$ cat config.mk
export PLATFORM = sky130hd
export DESIGN_NAME = traffic_sensor_conditioner
export DESIGN_NICKNAME = d
export VERILOG_FILES = /design/src/rtl/traffic_pkg.sv /design/src/rtl/traffic_sensor_channel.sv /design/src/rtl/traffic_sensor_conditioner.sv
export SDC_FILE = /design/constraint.sdc
export NUM_CORES = 1
export LEC_CHECK = 0
export BUFFER_PORTS_ARGS = -buffer_cell sky130_fd_sc_hd__clkbuf_2
export CAP_MARGIN = 20
export CELL_PAD_IN_SITES_DETAIL_PLACEMENT = 0
export CELL_PAD_IN_SITES_GLOBAL_PLACEMENT = 1
export CORE_AREA = 5 5 96 98
export CTS_BUF_LIST = sky130_fd_sc_hd__clkbuf_8
export CTS_CLUSTER_DIAMETER = 150
export DETAILED_ROUTE_END_ITERATION = 8
export DIE_AREA = 0 0 101 103
export PLACE_DENSITY = 0.61
export REMOVE_ABC_BUFFERS = 1
export SYNTH_ARGS = -nofsm -noshare
export SYNTH_HDL_FRONTEND = slang
export SYNTH_HIERARCHICAL = 1
export SYNTH_SLANG_ARGS = --single-unit
$ cat constraint.sdc
create_clock -name clk -period 2.4 [get_ports clk]
set_clock_uncertainty 0.1 [all_clocks]
set_input_delay 0.48 -clock clk [delete_from_list [all_inputs] [get_ports clk]]
set_output_delay 0.48 -clock clk [all_outputs]
set_load 0.05 [all_outputs]
$ cat src/rtl/traffic_pkg.sv
// traffic_pkg: shared channel state encoding and default detector timing constants
package traffic_pkg;
  typedef enum logic [2:0] {
    IDLE   = 3'd0,
    QUAL   = 3'd1,
    ACTIVE = 3'd2,
    HOLD   = 3'd3,
    FAULT  = 3'd4
  } ch_state_t;
  localparam int unsigned DEF_DEB_CYCLES    = 4;
  localparam int unsigned DEF_HOLD_CYCLES   = 3;
  localparam int unsigned DEF_MAX_ON_CYCLES = 1000;
  localparam int unsigned DEF_CNT_W         = 16;
endpackage

$ cat src/rtl/traffic_sensor_channel.sv
// traffic_sensor_channel: sync, debounce, hold-stretch and stuck detection for one loop detector
module traffic_sensor_channel
  import traffic_pkg::*;
#(
  parameter int unsigned DEB_CYCLES    = DEF_DEB_CYCLES,
  parameter int unsigned HOLD_CYCLES   = DEF_HOLD_CYCLES,
  parameter int unsigned MAX_ON_CYCLES = DEF_MAX_ON_CYCLES,
  parameter int unsigned CNT_W         = DEF_CNT_W
) (
  input  logic clk,
  input  logic rst_n,
  input  logic raw,
  output logic out,
  output logic fault
);
  logic s1, s2;
  ch_state_t state;
  logic [CNT_W-1:0] cnt;
  always_ff @(posedge clk or negedge rst_n)
    if (!rst_n) begin
      s1    <= 1'b0;
      s2    <= 1'b0;
      state <= IDLE;
      cnt   <= '0;
    end else begin
      s1 <= raw;
      s2 <= s1;
      case (state)
        IDLE:
          if (s2) begin
            state <= QUAL;
            cnt   <= CNT_W'(1);
          end
        QUAL:
          if (!s2) begin
            state <= IDLE;
            cnt   <= '0;
          end else if (cnt == CNT_W'(DEB_CYCLES - 1)) begin
            state <= ACTIVE;
            cnt   <= '0;
          end else cnt <= cnt + CNT_W'(1);
        ACTIVE:
          if (!s2) begin
            state <= HOLD;
            cnt   <= CNT_W'(1);
          end else if (cnt == CNT_W'(MAX_ON_CYCLES - 1)) begin
            state <= FAULT;
            cnt   <= '0;
          end else cnt <= cnt + CNT_W'(1);
        HOLD:
          if (s2) begin
            state <= ACTIVE;
            cnt   <= '0;
          end else if (cnt == CNT_W'(HOLD_CYCLES)) begin
            state <= IDLE;
            cnt   <= '0;
          end else cnt <= cnt + CNT_W'(1);
        FAULT:
          // leaving FAULT needs a debounced low, so a flickering stuck loop stays flagged
          if (s2) cnt <= '0;
          else if (cnt == CNT_W'(DEB_CYCLES - 1)) begin
            state <= IDLE;
            cnt   <= '0;
          end else cnt <= cnt + CNT_W'(1);
        default: begin
          state <= IDLE;
          cnt   <= '0;
        end
      endcase
    end
  assign out   = (state == ACTIVE) || (state == HOLD) || (state == FAULT);
  assign fault = (state == FAULT);
endmodule

$ cat src/rtl/traffic_sensor_conditioner.sv
// traffic_sensor_conditioner: two independent conditioned presence channels for roads A and B
module traffic_sensor_conditioner
  import traffic_pkg::*;
#(
  parameter int unsigned DEB_CYCLES    = DEF_DEB_CYCLES,
  parameter int unsigned HOLD_CYCLES   = DEF_HOLD_CYCLES,
  parameter int unsigned MAX_ON_CYCLES = DEF_MAX_ON_CYCLES,
  parameter int unsigned CNT_W         = DEF_CNT_W
) (
  input  logic clk,
  input  logic reset,
  input  logic raw_a,
  input  logic raw_b,
  output logic sa,
  output logic sb,
  output logic fault_a,
  output logic fault_b
);
  traffic_sensor_channel #(
    .DEB_CYCLES(DEB_CYCLES), .HOLD_CYCLES(HOLD_CYCLES),
    .MAX_ON_CYCLES(MAX_ON_CYCLES), .CNT_W(CNT_W)
  ) u_a (
    .clk(clk), .rst_n(reset), .raw(raw_a), .out(sa), .fault(fault_a)
  );
  traffic_sensor_channel #(
    .DEB_CYCLES(DEB_CYCLES), .HOLD_CYCLES(HOLD_CYCLES),
    .MAX_ON_CYCLES(MAX_ON_CYCLES), .CNT_W(CNT_W)
  ) u_b (
    .clk(clk), .rst_n(reset), .raw(raw_b), .out(sb), .fault(fault_b)
  );
endmodule

==> qor.json, run 1 <==
{
  "result_of_the_run": {"value": "finished clean"},
  "route.detailed.drc": {"value": 0},
  "synth.top_cell.area_share": {"value": 0.373},
  "yosysUniqueCellTypes": {"value": 60},
  "switching_share": {"value": 0.394},
  "hold_viol_final": {"value": 0},
  "routedWlPerCell": {"value": 14.9, "unit": "um"},
  "rsz0062_at_grt": {"value": "false"},
  "netlist_instances": {"value": 335},
  "ratio_of_cells_with_drive_above_1_in_the_final_layout": {"value": 0.155},
  "dp_cells": {"value": 448},
  "track_usage": {"value": 0.137},
  "detailedPlacementHpwl": {"value": 4.76, "unit": "mm"},
  "ctsHoldBuffers": {"value": 0},
  "areaGrowthSynthToFinish": {"value": 11.2, "unit": "%"},
  "maximum_number_of_pins_on_one_net_before_global_route_repair": {"value": 43},
  "ios": {"value": 8},
  "wire_length_of_the_first_global_routing_pass": {"value": 11.5, "unit": "mm"},
  "cts-buffers-inserted": {"value": 5},
  "stdcell_area": {"value": 3140, "unit": "um2"},
  "fillers": {"value": 851},
  "dieHeight": {"value": 103, "unit": "um"},
  "drv_slew": {"value": 0},
  "core-area": {"value": 8380, "unit": "um2"},
  "overflow": {"value": 0},
  "place.gp.congestion": {"value": 0.782},
  "nets": {"value": 353},
  "number_of_warning_messages_in_the_yosys_log": {"value": 6},
  "cts.htree.levels": {"value": 2},
  "wirelength": {"value": 6.79, "unit": "mm"},
  "synth_async_sr_flop_share": {"value": 1.00},
  "antenna_found_initial": {"value": 0},
  "io_buffer_count": {"value": 7},
  "cts_tree": {"value": "done"},
  "worst-path-max-fanout": {"value": 17},
  "cts_buffer_depth": {"value": 2},
  "crit_path_top_delay_cell": {"value": "sky130_fd_sc_hd__dfrtp_1"},
  "power.sequential.fraction": {"value": 0.357},
  "most_used_dff_post_synth": {"value": "sky130_fd_sc_hd__dfrtp_1"},
  "worst-setup-path-type": {"value": "flop to flop"},
  "power_density": {"value": 791, "unit": "nW/um2"},
  "initial_utilization": {"value": 0.337},
  "ir_drop": {"value": 309, "unit": "uV"},
  "min_period": {"value": 2230, "unit": "ps"},
  "post_synth_main_area_contributors": {"value": "sky130_fd_sc_hd__dfrtp_1 (37%), sky130_fd_sc_hd__nand2_1 (6.9%), sky130_fd_sc_hd__nor2_1 (3.9%)"},
  "setup_tns": {"value": 0, "unit": "ps"},
  "die-width": {"value": 101, "unit": "um"},
  "placed_cell_area": {"value": 3020, "unit": "um2"},
  "num_vias": {"value": 2513},
  "cp_slowest_stage_delay": {"value": 450, "unit": "ps"},
  "ys_seq_elements": {"value": 42},
  "setup.worst_path.end_class": {"value": "flop"},
  "cts.root.buffer_cell": {"value": "sky130_fd_sc_hd__clkbuf_8"},
  "share_clk_of_total_power": {"value": 0.230},
  "timing.final.crit_share": {"value": 0.930},
  "maxSlewHeadroom": {"value": 0.611},
  "synth_area_leader_cell": {"value": "sky130_fd_sc_hd__dfrtp_1"},
  "first_global_vias": {"value": 2329},
  "timing.critical_path.from_type": {"value": "flop"},
  "cell_chain_of_the_critical_path": {"value": "ha_1, nor3b_1, and4_1, o22ai_4, nor2_1, o211ai_1"},
  "synth-seq-area-share": {"value": 0.373},
  "total_number_of_placement_rows": {"value": 34},
  "postCtsSetupRepairBufs": {"value": 0},
  "post_cts_resize_count": {"value": 0},
  "clk_latency": {"value": 300, "unit": "ps"},
  "switchingPower": {"value": 0.000978, "unit": "W"},
  "timing.hold.worst.class": {"value": "input port to asynchronous set/reset pin"},
  "drt_pre_antenna_iters": {"value": 4},
  "comb_power_frac": {"value": 0.414},
  "synth-edff-count": {"value": 0},
  "post_drt_via_cell_ratio": {"value": 5.51},
  "syn_area": {"value": 2820, "unit": "um2"},
  "antennaDiodeCount": {"value": 0},
  "worst_setup_hold_path_clk_slew": {"value": 90, "unit": "ps"},
  "maxClockFrequency": {"value": 448, "unit": "MHz"},
  "cap_viol_max_count": {"value": 0},
  "clkSinkCount": {"value": 42},
  "critical_path_arrival": {"value": 2300, "unit": "ps"},
  "leakage": {"value": 1.29, "unit": "nW"},
  "syn-mean-instance-area": {"value": 8.42, "unit": "um2"},
  "worst-endpoint-required": {"value": 2470, "unit": "ps"},
  "worst-slew-pin-transition": {"value": 584, "unit": "ps"},
  "finalSetupViolCount": {"value": 0},
  "cellInternalPower": {"value": 0.00150, "unit": "W"},
  "ant_nets": {"value": 0},
  "die-area": {"value": 10400, "unit": "um2"},
  "drt_iter0_drc": {"value": 78},
  "finalNonFillerCells": {"value": 456}
}
==> state kept, by name, indices dropped and copies added (netlist names) <==
| signal | cells |
|---|---|
| u_a/s1 | 1 |
| u_a/state | 3 |
| u_a/cnt | 16 |
| u_b/s1 | 1 |
| u_b/s2 | 1 |
| u_b/cnt | 16 |
| u_a/s2 | 1 |
| u_b/state | 3 |
==> power groups by stage <==
| stage | combinational, W | sequential (W) | clock, W |
|---|---|---|---|
| finish | 0.00103 | 0.000885 | 0.000570 |
| global route | 0.00113 | 0.000903 | 0.000625 |
| CTS | 0.00103 | 0.000886 | 0.000591 |
| detailed placement | 0.00103 | 0.000899 | 0 |
| floorplan | 0.000629 | 0.000923 | 0 |
| global placement | 0.00104 | 0.000900 | 0 |
==> Yosys cell counts, types with 8 or more instances <==
cell type / n
sky130_fd_sc_hd__nor2_1: 29
sky130_fd_sc_hd__buf_2: 12
sky130_fd_sc_hd__and2_1: 8
sky130_fd_sc_hd__o21ai_1: 13
sky130_fd_sc_hd__dfrtp_1: 42
sky130_fd_sc_hd__a21oi_1: 14
sky130_fd_sc_hd__nor3_1: 8
sky130_fd_sc_hd__o211ai_1: 8
sky130_fd_sc_hd__o21ai_0: 11
sky130_fd_sc_hd__o22ai_1: 15
sky130_fd_sc_hd__nand2_1: 52
sky130_fd_sc_hd__nand3_1: 15
==> worst max-delay path, delay by kind of cell, from the launching register on <==
family,cells,cell delay [ps]
adder cells (fa/ha/maj),1,230
AND/OR/NAND/NOR,3,980
AO/OA/AOI/OAI,2,340
flip-flops,1,450
==> per-stage QoR <==
stage	setup WS [ps]	hold WS, ps	total power [W]	util
2_1_floorplan	-321	84.4	0.00155	-
3_3_place_gp	290	233	0.00194	0.361
3_5_place_dp	212	237	0.00193	0.361
4_1_cts	139	174	0.00251	0.374
5_1_grt	20.5	166	0.00265	0.374
6_report	168	150	0.00248	0.374
==> worst paths after layout <==
| check | from | to | slack [ps] | cells past startpoint |
|---|---|---|---|---|
| worst max-delay path | u_a/cnt[0]$_DFFE_PN0P_ | u_a/cnt[8]$_DFFE_PN0P_ | 170 | 6 |
| worst min-delay path | reset | u_b/cnt[7]$_DFFE_PN0P_ | 150 | 2 |
| worst max register to register | u_a/cnt[0]$_DFFE_PN0P_ | u_a/cnt[8]$_DFFE_PN0P_ | 170 | 6 |
| worst min register to register | u_a/s1$_DFF_PN0_ | u_a/s2$_DFF_PN0_ | 260 | 0 |
| max in group asynchronous | reset | u_b/state[2]$_DFFE_PN0P_ | 1610 | 2 |
| min in group clk | raw_b | u_b/s1$_DFF_PN0_ | 180 | 1 |
==> final cells by class <==
cell class                 count  area (um2)  share of cell area
clock inverter                 3        41.3              0.0132
sequential                    42        1050               0.336
tap                          108         135              0.0431
multi-input combinational    268        1640               0.524
clock buffer                   5        68.8              0.0219
inverter                       7        26.3             0.00838
timing repair buffer          23         168              0.0535
==> per-layer routing <==
metal	vias up	wire length (um)	track usage
met1	1209	3120	0.175
met3	5	169	0.0223
met5	-	0	0
met4	0	48	0.0276
met2	34	3460	0.247
li1	1265	-	-
==> cell families (layout without fill, tap and decap cells) <==
kind of cell,Yosys count,count (layout),share of synthesized area
fa+ha+maj,2,2,0.00887
simple gates,171,171,0.331
flops,42,42,0.373
compound gates,90,90,0.225
xor+xnor,5,5,0.0155
buf+inv,25,38,0.0466
==> cell usage in the layout, fill, tap and decap left out, types with 6 or more instances in the layout <==
cell                        n
sky130_fd_sc_hd__nor3_1     8
sky130_fd_sc_hd__clkbuf_2   7
sky130_fd_sc_hd__o22ai_1   15
sky130_fd_sc_hd__and2_1     8
sky130_fd_sc_hd__buf_4     15
sky130_fd_sc_hd__nor2_1    29
sky130_fd_sc_hd__o211ai_1   8
sky130_fd_sc_hd__o21ai_0   11
sky130_fd_sc_hd__a21oi_1   14
sky130_fd_sc_hd__dfrtp_1   41
sky130_fd_sc_hd__o21ai_1   13
sky130_fd_sc_hd__nand3_1   15
sky130_fd_sc_hd__nor2b_1    7
sky130_fd_sc_hd__nand4_1    7
sky130_fd_sc_hd__inv_1      7
sky130_fd_sc_hd__nor4_1     6
sky130_fd_sc_hd__nand2_1   52
Note: power is estimated with default switching activity, not from simulation.
==> inputs of run 2 (changes only) <==
==> constraint.sdc (replaced) <==
create_clock -name clk -period 2.9 [get_ports clk]
set_clock_uncertainty 0.1 [all_clocks]
set_input_delay 0.58 -clock clk [delete_from_list [all_inputs] [get_ports clk]]
set_output_delay 0.58 -clock clk [all_outputs]
set_load 0.05 [all_outputs]
==> run 2 against run 1 <==
- maximum frequency decreased by 5.4%
- via count down 2.2%
- combinational power is 30% lower
- total power is 19% lower
- critical path depth is the same
- routed wire length up 2.3%
- highest routed layer unchanged
- final cell count down 2.2%
- sequential power shrank 9.7%
- register-to-register slack improved by 370 ps
==> qor.json, run 2 (synthesis gave the netlist of run 1 again) <==
{
  "result_of_the_run": {"value": "finished clean"},
  "nets": {"value": 344, "change": "-2.5%"},
  "cts_buffer_depth": {"value": 2, "change": "unchanged"},
  "die-area": {"value": 10400, "unit": "um2", "change": "unchanged"},
  "first_global_vias": {"value": 2271, "change": "-2.5%"},
  "cellInternalPower": {"value": 0.00120, "unit": "W", "change": "-20%"},
  "initial_utilization": {"value": 0.337, "change": "unchanged"},
  "ios": {"value": 8, "change": "unchanged"},
  "share_clk_of_total_power": {"value": 0.245, "change": "+0.015"},
  "total_number_of_placement_rows": {"value": 34, "change": "unchanged"},
  "critical_path_arrival": {"value": 2430, "unit": "ps", "change": "+130 ps"},
  "drt_iter0_drc": {"value": 59, "change": "-24%"},
  "critPathBufInv": {"value": 0, "change": "unchanged"},
  "ctsHoldBuffers": {"value": 0, "change": "unchanged"},
  "wirelength": {"value": 6.95, "unit": "mm", "change": "+2.3%"},
  "detailedPlacementHpwl": {"value": 4.72, "unit": "mm", "change": "-0.75%"},
  "overflow": {"value": 0, "change": "unchanged"},
  "min_period": {"value": 2360, "unit": "ps", "change": "+126 ps"},
  "hold_viol_final": {"value": 0, "change": "unchanged"},
  "maximum_number_of_pins_on_one_net_before_global_route_repair": {"value": 23, "change": "-47%"},
  "comb_power_frac": {"value": 0.357, "change": "-0.057"},
  "stdcell_area": {"value": 3060, "unit": "um2", "change": "-2.5%"},
  "wire_length_of_the_first_global_routing_pass": {"value": 11.6, "unit": "mm", "change": "+0.72%"},
  "maxClockFrequency": {"value": 424, "unit": "MHz", "change": "-5.4%"},
  "timing.critical_path.from_type": {"value": "flop"},
  "ratio_of_cells_with_drive_above_1_in_the_final_layout": {"value": 0.130, "change": "-0.0250"},
  "cts.root.buffer_cell": {"value": "sky130_fd_sc_hd__clkbuf_8"},
  "io_buffer_count": {"value": 7, "change": "unchanged"},
  "placed_cell_area": {"value": 2940, "unit": "um2", "change": "-2.6%"},
  "final_common_cell": {"value": "sky130_fd_sc_hd__nand2_1"},
  "postCtsSetupRepairBufs": {"value": 0, "change": "unchanged"},
  "core-area": {"value": 8380, "unit": "um2", "change": "unchanged"},
  "num_vias": {"value": 2457, "change": "-2.2%"},
  "ir_drop": {"value": 214, "unit": "uV", "change": "-31%"},
  "cap_viol_max_count": {"value": 0, "change": "unchanged"},
  "clk_latency": {"value": 300, "unit": "ps", "change": "about the same"},
  "place.gp.congestion": {"value": 0.804, "change": "+2.9%"},
  "cell_chain_of_the_critical_path": {"value": "ha_1, nor3b_1, and4_1, o22ai_4, nor2_1, o211ai_1"},
  "dieHeight": {"value": 103, "unit": "um", "change": "unchanged"},
  "worst-slew-pin-transition": {"value": 663, "unit": "ps", "change": "+79.9 ps"},
  "cp_slowest_stage_delay": {"value": 480, "unit": "ps", "change": "+30 ps"},
  "drv_slew": {"value": 0, "change": "unchanged"},
  "cts_tree": {"value": "done"},
  "leakage": {"value": 1.25, "unit": "nW", "change": "-3.6%"},
  "route.detailed.drc": {"value": 0, "change": "unchanged"},
  "maxSlewHeadroom": {"value": 0.558, "change": "-0.0533"},
  "worst_setup_hold_path_clk_slew": {"value": 90, "unit": "ps", "change": "about the same"},
  "switchingPower": {"value": 0.000810, "unit": "W", "change": "-17%"},
  "antennaDiodeCount": {"value": 0, "change": "unchanged"},
  "cts-buffers-inserted": {"value": 5, "change": "unchanged"},
  "post_drt_via_cell_ratio": {"value": 5.51, "change": "about the same"},
  "rsz0062_at_grt": {"value": "false"},
  "routedWlPerCell": {"value": 15.6, "unit": "um", "change": "+4.6%"},
  "cts.htree.levels": {"value": 2, "change": "unchanged"},
  "worst-endpoint-required": {"value": 2970, "unit": "ps", "change": "+500 ps"},
  "power_density": {"value": 658, "unit": "nW/um2", "change": "-17%"},
  "finish.utilization": {"value": 0.365, "change": "-0.00941"},
  "crit_path_top_delay_cell": {"value": "sky130_fd_sc_hd__dfrtp_1"},
  "post_cts_resize_count": {"value": 0, "change": "unchanged"},
  "timing.hold.worst.class": {"value": "input port to asynchronous set/reset pin"},
  "areaGrowthSynthToFinish": {"value": 8.39, "unit": "%"},
  "power.sequential.fraction": {"value": 0.397, "change": "+0.040"},
  "clkSinkCount": {"value": 42, "change": "unchanged"},
  "die-width": {"value": 101, "unit": "um", "change": "unchanged"},
  "setup.worst_path.end_class": {"value": "flop"},
  "worst-setup-path-type": {"value": "flop to flop"},
  "largest_registers": {"value": "u_a/cnt (16), u_b/cnt (16)"},
  "timing.final.crit_share": {"value": 0.813, "change": "-0.117"},
  "ant_nets": {"value": 0, "change": "unchanged"},
  "track_usage": {"value": 0.139, "change": "+0.00181"},
  "finalSetupViolCount": {"value": 0, "change": "unchanged"},
  "worst-path-max-fanout": {"value": 17, "change": "unchanged"},
  "layout_common_cells": {"value": "sky130_fd_sc_hd__nand2_1 (52), sky130_fd_sc_hd__dfrtp_1 (42), sky130_fd_sc_hd__nor2_1 (29), sky130_fd_sc_hd__nand3_1 (15), sky130_fd_sc_hd__o22ai_1 (15)"},
  "drt_pre_antenna_iters": {"value": 4, "change": "unchanged"},
  "setup_tns": {"value": 0, "unit": "ps", "change": "unchanged"},
  "antenna_found_initial": {"value": 0, "change": "unchanged"},
  "switching_share": {"value": 0.403, "change": "+0.00889"},
  "worst_path_dominant_cell_family": {"value": "simple AND/OR/NAND/NOR gates"}
}
run 2: cell type report:
| class | instances | area, um2 |
|---|---|---|
| clock buffer | 6 | 82.6 |
| clock inverter | 1 | 30.0 |
| fill | 843 | 5320 |
| inverter | 7 | 26.3 |
| multi-input combinational | 268 | 1640 |
| sequential | 42 | 1050 |
| tap | 108 | 135 |
| timing repair buffer | 14 | 87.6 |
run 2: power by group through the flow:
| stage | sequential (W) | clock [W] | combinational (W) |
|---|---|---|---|
| final | 0.000799 | 0.000493 | 0.000718 |
| after global routing | 0.000818 | 0.000538 | 0.000805 |
| after CTS | 0.000796 | 0.000515 | 0.000720 |
| after detailed placement | 0.000808 | 0 | 0.000715 |
| after global placement | 0.000803 | 0 | 0.000721 |
| after floorplan | 0.000764 | 0 | 0.000521 |
run 2: final timing paths:
check                                  startpoint                      end  slack (ps)  depth (start not counted)
max                        u_a/cnt[0]$_DFFE_PN0P_   u_a/cnt[3]$_DFFE_PN0P_         540                          6
min                                         reset  u_b/cnt[10]$_DFFE_PN0P_         170                          1
max reg2reg                u_a/cnt[0]$_DFFE_PN0P_   u_a/cnt[3]$_DFFE_PN0P_         540                          6
min reg2reg                      u_b/s1$_DFF_PN0_         u_b/s2$_DFF_PN0_         260                          0
max in group asynchronous                   reset   u_a/cnt[3]$_DFFE_PN0P_        1900                          2
min in group clk                 u_b/s1$_DFF_PN0_         u_b/s2$_DFF_PN0_         260                          0
run 2: worst reg2reg max path, cell delays in order (launching register included):
cell,delay (ps)
sky130_fd_sc_hd__dfrtp_1,480
sky130_fd_sc_hd__ha_1,270
sky130_fd_sc_hd__nor3b_1,350
sky130_fd_sc_hd__and4_1,390
sky130_fd_sc_hd__o22ai_4,210
sky130_fd_sc_hd__nor2_1,280
sky130_fd_sc_hd__o211ai_1,150
run 2: stage by stage:
step | power [W] | std cells | hold WS [ps] | setup slack (ps)
final | 0.00201 | 446 | 167 | 541
after global routing | 0.00216 | 446 | 210 | 347
after CTS | 0.00203 | 446 | 203 | 531
after detailed placement | 0.00152 | 439 | 243 | 547
after global placement | 0.00152 | 439 | 237 | 585
after floorplan | 0.00128 | 317 | 184 | 79.2
run 2: per-layer routing:
metal	up-vias	global-route usage	wire length [um]
li1	1237	-	-
met1	1186	0.185	3330
met2	28	0.232	3370
met3	6	0.0325	181
met4	0	0.0307	63
met5	-	0	0
